File: config.mk
export PLATFORM = sky130hd
export DESIGN_NAME = bus_reg_responder
export DESIGN_NICKNAME = d
export VERILOG_FILES = /design/src/rtl/bus_reg_responder.sv
export SDC_FILE = /design/constraint.sdc
export NUM_CORES = 1
export LEC_CHECK = 0
export ABC_CLOCK_PERIOD_IN_PS = 4400
export BUFFER_PORTS_ARGS = -buffer_cell sky130_fd_sc_hd__buf_4
export CELL_PAD_IN_SITES_DETAIL_PLACEMENT = 1
export CELL_PAD_IN_SITES_GLOBAL_PLACEMENT = 1
export CORE_UTILIZATION = 56
export CTS_BUF_LIST = sky130_fd_sc_hd__clkbuf_16
export CTS_CLUSTER_DIAMETER = 120
export DETAILED_ROUTE_END_ITERATION = 12
export GPL_ROUTABILITY_DRIVEN = 0
export PLACE_DENSITY = 0.94
export SETUP_SLACK_MARGIN = 0.4
export SYNTH_ARGS = -nofsm -noshare
export SYNTH_HDL_FRONTEND = slang
export SYNTH_SLANG_ARGS = --single-unit
File: constraint.sdc
create_clock -name clk -period 4.4 [get_ports clk]
set_clock_uncertainty 0.2 [all_clocks]
set_input_delay 0.22 -clock clk [delete_from_list [all_inputs] [get_ports clk]]
set_output_delay 0.22 -clock clk [all_outputs]
set_load 0.005 [all_outputs]
File: src/rtl/bus_reg_responder.sv
// Bus responder: 10-bit register bank, reads return after RD_LATENCY cycles, accepted writes queue to a peripheral port.
// Backpressure: bus_busy while the write FIFO is full; a write arriving then is dropped and flagged in sticky wr_ovf.
module bus_reg_responder #(
  parameter int         NUM_REGS     = 16,
  parameter logic [7:0] ADDR_BOUNDRY = 8'h40,
  parameter int         RD_LATENCY   = 1,
  parameter int         WFIFO_DEPTH  = 4
) (
  input  logic       clk,
  input  logic       rst,
  input  logic       bus_rd_en,
  input  logic [7:0] bus_rd_addr,
  output logic [9:0] bus_rd_data,
  output logic       bus_rd_valid,
  input  logic       bus_wr_en,
  input  logic [7:0] bus_wr_addr,
  input  logic [9:0] bus_wr_data,
  output logic       bus_busy,
  output logic       addr_err,
  output logic       wr_ovf,
  output logic       periph_wr_valid,
  output logic [7:0] periph_wr_addr,
  output logic [9:0] periph_wr_data,
  input  logic       periph_wr_ready
);

  localparam int              RIW   = (NUM_REGS > 1) ? $clog2(NUM_REGS) : 1;
  localparam int              PW    = $clog2(WFIFO_DEPTH);
  localparam int              CW    = PW + 1;
  localparam logic [7:0]      NREG  = 8'(NUM_REGS);
  localparam logic [CW-1:0]   DEPTH = CW'(WFIFO_DEPTH);

  typedef struct packed {
    logic [7:0] addr;
    logic [9:0] data;
  } wentry_t;

  logic [9:0]            bank [NUM_REGS];
  wentry_t               fifo_mem [WFIFO_DEPTH];
  logic [PW-1:0]         wr_ptr, rd_ptr;
  logic [CW-1:0]         count;
  logic [RD_LATENCY-1:0] rd_vpipe;
  logic [9:0]            rd_dpipe [RD_LATENCY];

  logic       rd_cls_a, rd_cls_e, wr_cls_a, wr_cls_e;
  logic       full, push, pop;
  logic [9:0] rd_word;

  always_comb begin
    rd_cls_a = (bus_rd_addr < NREG);
    rd_cls_e = !rd_cls_a && (bus_rd_addr < ADDR_BOUNDRY);
    wr_cls_a = (bus_wr_addr < NREG);
    wr_cls_e = !wr_cls_a && (bus_wr_addr < ADDR_BOUNDRY);
    // Full is judged on the registered count, so a same-edge pop never frees room for a push.
    full     = (count == DEPTH);
    push     = bus_wr_en && wr_cls_a && !full;
    pop      = periph_wr_valid && periph_wr_ready;
    rd_word  = rd_cls_a ? bank[bus_rd_addr[RIW-1:0]] : 10'd0;
  end

  assign periph_wr_valid = (count != '0);
  assign periph_wr_addr  = fifo_mem[rd_ptr].addr;
  assign periph_wr_data  = fifo_mem[rd_ptr].data;
  assign bus_busy        = full;
  assign bus_rd_valid    = rd_vpipe[RD_LATENCY-1];
  assign bus_rd_data     = rd_dpipe[RD_LATENCY-1];

  always_ff @(posedge clk) begin
    if (rst) begin
      for (int i = 0; i < NUM_REGS; i++)    bank[i]     <= '0;
      for (int i = 0; i < WFIFO_DEPTH; i++) fifo_mem[i] <= '0;
      for (int i = 0; i < RD_LATENCY; i++)  rd_dpipe[i] <= '0;
      wr_ptr   <= '0;
      rd_ptr   <= '0;
      count    <= '0;
      rd_vpipe <= '0;
      addr_err <= 1'b0;
      wr_ovf   <= 1'b0;
    end else begin
      if (push) begin
        bank[bus_wr_addr[RIW-1:0]] <= bus_wr_data;
        fifo_mem[wr_ptr]           <= '{addr: bus_wr_addr, data: bus_wr_data};
        wr_ptr                     <= wr_ptr + PW'(1);
      end
      if (pop)
        rd_ptr <= rd_ptr + PW'(1);
      case ({push, pop})
        2'b10:   count <= count + CW'(1);
        2'b01:   count <= count - CW'(1);
        default: count <= count;
      endcase
      if (bus_wr_en && wr_cls_a && full)
        wr_ovf <= 1'b1;
      addr_err <= (bus_rd_en && rd_cls_e) || (bus_wr_en && wr_cls_e);

      // Data stages only advance behind a valid, so the last stage holds between pulses.
      rd_vpipe[0] <= bus_rd_en;
      if (bus_rd_en)
        rd_dpipe[0] <= rd_word;
      for (int i = 1; i < RD_LATENCY; i++) begin
        rd_vpipe[i] <= rd_vpipe[i-1];
        if (rd_vpipe[i-1])
          rd_dpipe[i] <= rd_dpipe[i-1];
      end
    end
  end

endmodule
---- Word level (Yosys, flattened, before mapping) ----
Memory sizes are Yosys's and may differ from the RTL's. A register that Yosys moved wholly into a read port is not among the register bits.
Index checks and enable logic that the tools add are counted.
storage, ports and cells
  register bits ........................... 10
  memory bits (writable) .................. 242
  input port bits ......................... 31
  output and inout bits ................... 33
  logic and storage cells ................. 57
  memories kept ........................... 3
memories
  name      words  width  read ports  clocked after Yosys merged registers in  write ports  line  RTL
  bank      16     10     1           0                                        16           38    logic [9:0] bank [NUM_REGS];
  fifo_mem  4      18     1           1                                        4            39    wentry_t fifo_mem [WFIFO_DEPTH];
  rd_dpipe  1      10     1           0                                        1            43    logic [9:0] rd_dpipe [RD_LATENCY];
operators by class
  add/sub/neg operators ................... 4
  $lt $le $gt $ge ......................... 4
  equality and inequality tests ........... 3
  muxes and demuxes ....................... 20
  reduce and logical (&&, ||, !) cells .... 17
operators with widths
  operator                                                     number
  two-way mux 10 bit                                           3
  OR reduction 10 bit                                          2
  two-way mux 18 bit                                           1
  OR reduction 18 bit                                          1
  less-than comparator 8 x 5 -> 1 bit (second input constant)  2
  less-than comparator 8 x 7 -> 1 bit (second input constant)  2
  two-way mux 1 bit                                            11
  logical AND 1 bit                                            8
  two-way mux 2 bit                                            3
  one-hot mux 3 bit (2 select lines)                           1
  adder 2 x 1 -> 2 bit (second input constant)                 2
  two-way mux 4 bit                                            1
  adder 3 x 1 -> 3 bit (second input constant)                 1
  == test 3 bit (second input constant)                        1
  logical NOT 1 bit                                            3
  nonzero test 3 bit                                           1
  subtractor 3 x 1 -> 3 bit (second input constant)            1
  == test 2 x 1 -> 1 bit (second input constant)               1
  == test 2 bit (second input constant)                        1
  nonzero test 2 bit                                           1
  logical OR 1 bit                                             1

---- Logic depth before layout (Yosys ltp) ----
Gate-level depths: netlist of run 1.
  depth in word-level cells ............... 8
  mapped depth ............................ 9
  depth with buffers taken out ............ 8

---- Worst setup path before layout of run 1 ----
No wires, ideal clock.
  path kind ............................... input to register
  start ................................... input bus_wr_addr[6]
  end ..................................... memory fifo_mem[0][0] in the netlist's numbering, enable pin
  library setup time ...................... 0.418 ns
  data arrival time ....................... 2.318 ns
  required time ........................... 3.782 ns
  path slack .............................. 1.464 ns
  cell stages on the path ................. 3
  buffers on the path ..................... 0
  cell sequence ........................... nor3b_1 > nand4_1 > o21ai_0
RTL lines
  what             line  RTL
  start, declared  16    input logic [7:0] bus_wr_addr,
  end, declared    39

==> flow_summary.toml, run 1 <==
[status]
run_status = "completed"

[timing]
finalSetupViolations = 0
slew_headroom_pct = 19.70
timing.final.ws_setup_ns = 1.165
final-max-slew-violation-count = 0
fin_setup_tns_ns = 0
rsz0062_at_grt = "no"
final-hold-violation-count = 0
achievable-frequency_ghz = 0.3091
layout_min_cycle_time_ns = 3.235
tightestPinTransition_ns = 1.204
min_period_over_period_pct = 73.53

[place]
dp_hpwl_um = 20740
port_buffers = 63
place_worst_setup_slack_ns = 1.034

[route]
drt.antenna.violating_nets = 0
vias_per_cell = 6.744
drt_drc_violations_left = 0
num_vias = 7546
wire_per_inst_um = 31.49
violation_count_after_the_first_detailed_route_iteration = 832
postRouteWirelength_um = 35240
drtPass1Iterations = 5

[layout]
fraction_of_layout_cells_with_a_size_suffix_above_1_pct = 36.98
synthToLayoutAreaGrowth_pct = 14.92
antenna_cells_inserted = 0
final.fill_count = 1780
mostFrequentLayoutCell = "sky130_fd_sc_hd__edfxtp_1"
final_cell_mix = "sky130_fd_sc_hd__edfxtp_1 (242), sky130_fd_sc_hd__nor3_2 (110), sky130_fd_sc_hd__buf_4 (89), sky130_fd_sc_hd__mux4_2 (58), sky130_fd_sc_hd__nor3_1 (48)"
regArea_sq_um = 7507
fin_nets = 861
multiInputGateArea_sq_um = 3869

[cts]
cts.clk_slew.worst_paths_ns = 0.06
ctsHtreeMaxLevel = 1
cts_hold_buf = 24
cts_tree = "done"
clock_path_buffers = 3
clkSinkCount = 254
post_cts_setup_bufs = 0
cts_resized = 0
clk-insertion-delay-late_ns = 0.55
total_cts_buffers = 27
clockRootBuffer = "sky130_fd_sc_hd__clkbuf_16"

[setup_path]
critical_path_required_ns = 4.43
timing_worst_setup_path_type = "input port to flop"
timing.critical_path.to_type = "flop"
setup.worst_path.start_class = "input port"
worst-path-max-fanout = 43
setup.reg_to_reg.worst_slack_ns = 1.27
worst_r2r_endpoint = "bank[6][4]$_SDFFCE_PN0P_"
reg2regPathDepth = 4
setup.worst_path.start = "bus_wr_addr[6]"
crit-reg2reg-launch = "count[0]$_SDFFE_PP0P_"
cp.arrival_ns = 3.26

[global_routing]
grt_pass1_vias = 7986
groute.usage.overall_pct = 33.93
grt_start_max_net_pins = 45
grt_first_pass_wirelength_um = 53250
grt-ovfl-total = 0
grt_antenna_before_repair = 0

[power_and_ir_drop]
power.leakage_uw = 0.004570
power.density_cell_area_nw_per_um2 = 404.7
vdd_drop_max_mv = 0.2856

[logic_synthesis]
synthesized_instance_count = 753
synthTopCellsByArea = "sky130_fd_sc_hd__edfxtp_1 (61%), sky130_fd_sc_hd__mux4_2 (11%), sky130_fd_sc_hd__nor3_2 (9.3%)"
syn_area_sq_um = 11830
yosysTopAreaCell = "sky130_fd_sc_hd__edfxtp_1"
avgSynthCellArea_sq_um = 15.71
ys.flop_type = "sky130_fd_sc_hd__edfxtp_1"
ys_async_sr_fraction_pct = 0
ys_ff_latch = 254
synth_enable_flop_cells = 242
post_synthesis_sequential_area_ratio_pct = 63.48
yosysWarnings = 0
netlist.area_leader.share_pct = 61.45
yosysUniqueCellTypes = 46

[worst_hold_path]
min-delay-start = "periph_wr_ready"
holdPathStages = 4
hold_crit_class = "input port to flop"

[floorplanning]
rows = 52
die_h_um = 147.3
coreArea_sq_um = 20490
die_x_um = 147.3
initial_utilization_pct = 57.70
top_level_ports = 64
floorplan.die_area_sq_um = 21700

[job]
maxCapViolCount = 0
-- Yosys cell counts, types with 4 or more instances --
cell type                  count
sky130_fd_sc_hd__clkinv_1     10
sky130_fd_sc_hd__nor3_1       48
sky130_fd_sc_hd__o21ai_0      19
sky130_fd_sc_hd__buf_1         5
sky130_fd_sc_hd__mux4_2       58
sky130_fd_sc_hd__clkbuf_1     41
sky130_fd_sc_hd__nand3_1      26
sky130_fd_sc_hd__buf_2        18
sky130_fd_sc_hd__o211ai_1     11
sky130_fd_sc_hd__edfxtp_1    242
sky130_fd_sc_hd__and3_1       14
sky130_fd_sc_hd__a21oi_1       4
sky130_fd_sc_hd__or4_4         4
sky130_fd_sc_hd__dfxtp_1      12
sky130_fd_sc_hd__nor4_1       32
sky130_fd_sc_hd__mux2i_1      10
sky130_fd_sc_hd__nor3_2      110
sky130_fd_sc_hd__inv_1         9
sky130_fd_sc_hd__buf_6        17
sky130_fd_sc_hd__nor2_1       25
-- per-stage QoR --
stage	util [%]	hold WS (ns)	instance area, sq um	instances	total power, uW
after CTS	66.31	0.004077	13590	1119	5469
after global placement	60.78	0.2661	12460	1045	3140
after floorplan	-	0.1901	11880	768	3005
after detailed placement	60.78	0.2913	12460	1045	3169
final	66.31	0.003134	13590	1119	5501
after global routing	66.31	0.01957	13590	1119	5586
-- area by class of cell --
class / instances / area share [%]
clock buffers: 27 / 4.971
clock inverters: 23 / 1.602
inverters: 20 / 0.5524
multi-input cells: 412 / 28.47
flip-flops and latches: 254 / 55.24
well taps: 270 / 2.486
repair buffers: 113 / 6.684
-- kinds of logic after synthesis --
group,count (synthesis),synth area share [%]
DFF,254,63.48
and+or+nand+nor,281,17.33
other,1,0.03171
AOI/OAI and AO/OA,40,2.063
buffers and inverters,102,4.539
xor gates and xnor gates,4,0.2963
muxes,69,11.99
adders and majority gates,2,0.2751
-- sequential cells by signal, indices dropped and copies added (netlist names), named ones only --
register,count
bank,160
fifo_mem,72
rd_dpipe,10
count,3
rd_ptr,2
wr_ptr,2
addr_err,1
bus_rd_valid,1
wr_ovf,1
-- how the worst max path moves through the flow --
stage                                    endpoint  slack, ns  depth (start not counted)
CTS                     bank[14][2]$_SDFFCE_PN0P_       0.95                          5
global route        fifo_mem[0][13]$_SDFFCE_PN0P_       1.06                          7
floorplan            fifo_mem[0][0]$_SDFFCE_PN0P_       1.46                          3
finish              fifo_mem[0][13]$_SDFFCE_PN0P_       1.16                          7
global placement        bank[15][5]$_SDFFCE_PN0P_       1.30                          4
detailed placement      bank[14][2]$_SDFFCE_PN0P_       1.03                          4
-- metal layers --
metal / routed length [um] / global-route usage [%] / vias up
met5: 0 / 0 / -
li1: - / - / 3104
met1: 12940 / 44.17 / 3866
met4: 1321 / 13.04 / 0
met3: 2861 / 4.658 / 94
met2: 18110 / 58.16 / 482
-- power breakdown --
group	switching (uW)	leakage [uW]	internal, uW
Sequential	37.4	0.00267	2710
Clock	990	0.000448	1350
Combinational	263	0.00146	142
Total	1290	0.00457	4210
-- worst max-delay path: stages --
cell,delay (ns)
sky130_fd_sc_hd__dlygate4sd3_1,0.55
sky130_fd_sc_hd__buf_4,0.14
sky130_fd_sc_hd__nor3b_1,0.81
sky130_fd_sc_hd__nand4_1,0.22
sky130_fd_sc_hd__buf_4,0.35
sky130_fd_sc_hd__o21ai_1,0.61
sky130_fd_sc_hd__buf_4,0.35
Power figures use the tool's default switching activity.
==> run 2, diff against run 1 <==
--- a/config.mk
+++ b/config.mk
@@ -5,16 +5,17 @@
 export SDC_FILE = /design/constraint.sdc
 export NUM_CORES = 1
 export LEC_CHECK = 0
-export ABC_CLOCK_PERIOD_IN_PS = 4400
+export ABC_AREA = 1
+export ABC_CLOCK_PERIOD_IN_PS = 2700
 export BUFFER_PORTS_ARGS = -buffer_cell sky130_fd_sc_hd__buf_4
 export CELL_PAD_IN_SITES_DETAIL_PLACEMENT = 1
 export CELL_PAD_IN_SITES_GLOBAL_PLACEMENT = 1
-export CORE_UTILIZATION = 56
+export CORE_UTILIZATION = 43
 export CTS_BUF_LIST = sky130_fd_sc_hd__clkbuf_16
 export CTS_CLUSTER_DIAMETER = 120
 export DETAILED_ROUTE_END_ITERATION = 12
 export GPL_ROUTABILITY_DRIVEN = 0
-export PLACE_DENSITY = 0.94
+export PLACE_DENSITY = 0.85
 export SETUP_SLACK_MARGIN = 0.4
 export SYNTH_ARGS = -nofsm -noshare
 export SYNTH_HDL_FRONTEND = slang
==> constraint.sdc (replaced) <==
create_clock -name clk -period 2.7 [get_ports clk]
set_clock_uncertainty 0.2 [all_clocks]
set_input_delay 0.135 -clock clk [delete_from_list [all_inputs] [get_ports clk]]
set_output_delay 0.135 -clock clk [all_outputs]
set_load 0.005 [all_outputs]
==> run 2 against run 1 <==
Sequential share of layout area down 2.0 points. Cell area up 3.7%. Critical endpoint is now count[2]$_SDFFE_PP0P_. Combinational power up 91%. First-iteration DRC count down 18%. Total power up 59%. Wire length up 4.2%. Global-route usage down 7.8 points.
==> flow_summary.toml, run 2 <==
[status]
run_status = "completed"

[global_routing]
groute.usage.overall_pct = 26.18
grt-ovfl-total = 0
grt_antenna_before_repair = 2
grt_first_pass_wirelength_um = 56200
grt_start_max_net_pins = 53
grt_pass1_vias = 9950

[cts]
clkSinkCount = 254
cts.clk_slew.worst_paths_ns = 0.06
clk-insertion-delay-late_ns = 0.54
clockRootBuffer = "sky130_fd_sc_hd__clkbuf_16"
ctsHtreeMaxLevel = 1
total_cts_buffers = 27
clock_path_buffers = 3
cts_tree = "done"

[setup_path]
timing_worst_setup_path_type = "flop to flop"
critical_path.slowest_cell = "sky130_fd_sc_hd__dfxtp_1"
crit-reg2reg-launch = "count[0]$_SDFFE_PP0P_"
worst-path-max-fanout = 5
crit_path_cell_trace = "inv_1 -> nand3_1 -> and2_4 -> ha_1 -> inv_1 -> fa_2 -> a21oi_1 -> o21ai_1 -> o21ai_1 -> a21oi_1"
cp.arrival_ns = 2.50
setup.worst_path.start_class = "flop"
worst_r2r_endpoint = "count[2]$_SDFFE_PP0P_"
setup.reg_to_reg.worst_slack_ns = 0.42
setup.worst_path.start = "count[0]$_SDFFE_PP0P_"
timing.critical_path.to_type = "flop"
timing.critical_path.max_delay_family = "compound AO/OA/AOI/OAI gates"
critical_path_required_ns = 2.92
reg2regPathDepth = 10
critPathBufInv = 2
worst_path_largest_cell_delay_ns = 0.39

[logic_synthesis]
avgSynthCellArea_sq_um = 9.534
ys.flop_type = "sky130_fd_sc_hd__edfxtp_1"
synthTopCellsByArea = "sky130_fd_sc_hd__edfxtp_1 (61%), sky130_fd_sc_hd__nand2_1 (7.4%), sky130_fd_sc_hd__inv_1 (5.5%)"
yosysTopAreaCell = "sky130_fd_sc_hd__edfxtp_1"
post_synth_most_frequent_cells = "sky130_fd_sc_hd__edfxtp_1 (242), sky130_fd_sc_hd__nand2_1 (238), sky130_fd_sc_hd__inv_1 (177)"
syn_area_sq_um = 12000
synthesized_instance_count = 1259
yosysWarnings = 0
most_common_cell_in_the_netlist = "sky130_fd_sc_hd__edfxtp_1"
post_synthesis_sequential_area_ratio_pct = 62.55
ys_ff_latch = 254
ys_async_sr_fraction_pct = 0
yosysUniqueCellTypes = 35
synth_enable_flop_cells = 242
netlist.area_leader.share_pct = 60.54

[timing]
rsz0062_at_grt = "no"
layout_min_cycle_time_ns = 2.279
timing.final.ws_setup_ns = 0.4213
achievable-frequency_ghz = 0.4388
tightestPinTransition_ns = 0.7562
final-max-slew-violation-count = 0
finalSetupViolations = 0
slew_headroom_pct = 49.53
final-hold-violation-count = 0
fin_setup_tns_ns = 0
min_period_over_period_pct = 84.40

[route]
num_vias = 9383
drt_drc_violations_left = 0
wire_per_inst_um = 21.11
drtPass1Iterations = 7
vias_per_cell = 5.396
postRouteWirelength_um = 36710
violation_count_after_the_first_detailed_route_iteration = 683
drt.antenna.violating_nets = 0

[floorplanning]
rows = 60
top_level_ports = 64
die_x_um = 169.1
coreArea_sq_um = 27180
floorplan.die_area_sq_um = 28590
die_h_um = 169.1
initial_utilization_pct = 44.17

[layout]
registers.top_by_ff_count = "bank"
largest_registers = "bank x160, fifo_mem x72, rd_dpipe x10"
largest_reg_flops = 160
synthToLayoutAreaGrowth_pct = 17.46
fraction_of_layout_cells_with_a_size_suffix_above_1_pct = 15.68
mostFrequentLayoutCell = "sky130_fd_sc_hd__edfxtp_1"
fin_nets = 1382
final_cell_mix = "sky130_fd_sc_hd__edfxtp_1 (242), sky130_fd_sc_hd__nand2_1 (232), sky130_fd_sc_hd__inv_1 (179), sky130_fd_sc_hd__nor2_1 (173), sky130_fd_sc_hd__nand3_1 (115)"

[power_and_ir_drop]
power.density_cell_area_nw_per_um2 = 620.9
vdd_drop_max_mv = 0.4927
power.leakage_uw = 0.005902

[worst_hold_path]
holdPathStages = 4
whs_endpoint = "rd_dpipe[0][2]$_SDFFCE_PP0P_"
hold_crit_class = "input port to flop"
min-delay-start = "bus_rd_addr[2]"

[place]
dp_hpwl_um = 22260
port_buffers = 63
place_worst_setup_slack_ns = 0.2736

[job]
maxCapViolCount = 0
## run 2: worst max path at each step
stage / end / slack (ns) / cells past startpoint
6_report: count[2]$_SDFFE_PP0P_ / 0.42 / 10
5_1_grt: count[2]$_SDFFE_PP0P_ / 0.33 / 11
4_1_cts: periph_wr_data[7] / 0.42 / 4
3_5_place_dp: count[2]$_SDFFE_PP0P_ / 0.27 / 10
3_3_place_gp: count[2]$_SDFFE_PP0P_ / 0.37 / 10
2_1_floorplan: fifo_mem[1][0]$_SDFFCE_PN0P_ / 0.06 / 5
## run 2: area by class of cell
class,count,area (sq um)
well taps,372,465.4
diodes,2,5.005
clock buffers,27,675.6
flip-flops and latches,254,7507
repair buffers,136,1117
clock inverters,18,132.6
fillers,3044,13080
inverters,183,698.2
multi-input cells,747,3497
## run 2: kinds of logic (layout without fill, tap and decap cells)
group                      Yosys count  in the layout  share of synthesized area [%]
and+or+nand+nor                    641            641                          24.13
adders and majority gates            2              2                         0.2710
buffers and inverters              273            364                          9.142
other                                1             18                        0.03124
AOI/OAI and AO/OA                   88             88                          3.878
DFF                                254            254                          62.55
## run 2: tightest hold or removal path: stages
cell                      delay [ns]
sky130_fd_sc_hd__buf_4          0.18
sky130_fd_sc_hd__nand3_1        0.11
sky130_fd_sc_hd__a21oi_1        0.07
sky130_fd_sc_hd__nor2_1         0.13
## run 2: layer usage
metal | vias up | GRT usage (%) | share of wire (%)
li1 | 4240 | - | -
met1 | 4639 | 31.92 | 38
met2 | 406 | 45.96 | 50
met3 | 98 | 4.325 | 7.6
met4 | 0 | 11.08 | 4.3
met5 | - | 0 | 0
## run 2: metrics by stage
| stage | total power, uW | area [sq um] | hold WS, ns | utilization, % | cells |
|---|---|---|---|---|---|
| 2_1_floorplan | 4955 | 12060 | 0.004066 | - | 1274 |
| 3_3_place_gp | 5234 | 12950 | 0.1746 | 47.64 | 1663 |
| 3_5_place_dp | 5280 | 12950 | 0.1878 | 47.64 | 1663 |
| 4_1_cts | 8745 | 14040 | -0.006616 | 51.66 | 1736 |
| 5_1_grt | 8967 | 14100 | 0.03242 | 51.87 | 1738 |
| 6_report | 8753 | 14100 | 0.02252 | 51.88 | 1739 |
## run 2: where the power goes
group	internal (uW)	total, uW	switching, uW
sequential	4440	4490	47.1
combinational	235	774	539
clock	1990	3490	1500
total	6660	8750	2090
## run 2: repair_timing
| item | in CTS | in global routing |
|---|---|---|
| endpoints found under the setup margin | 16 | 99 |
| hold buffers | 27 | 0 |
| resized for setup | 6 | 15 |
| pin swaps | 1 | 2 |
| endpoints found under the hold margin | 57 | 0 |
| buffers inserted | 1 | 1 |
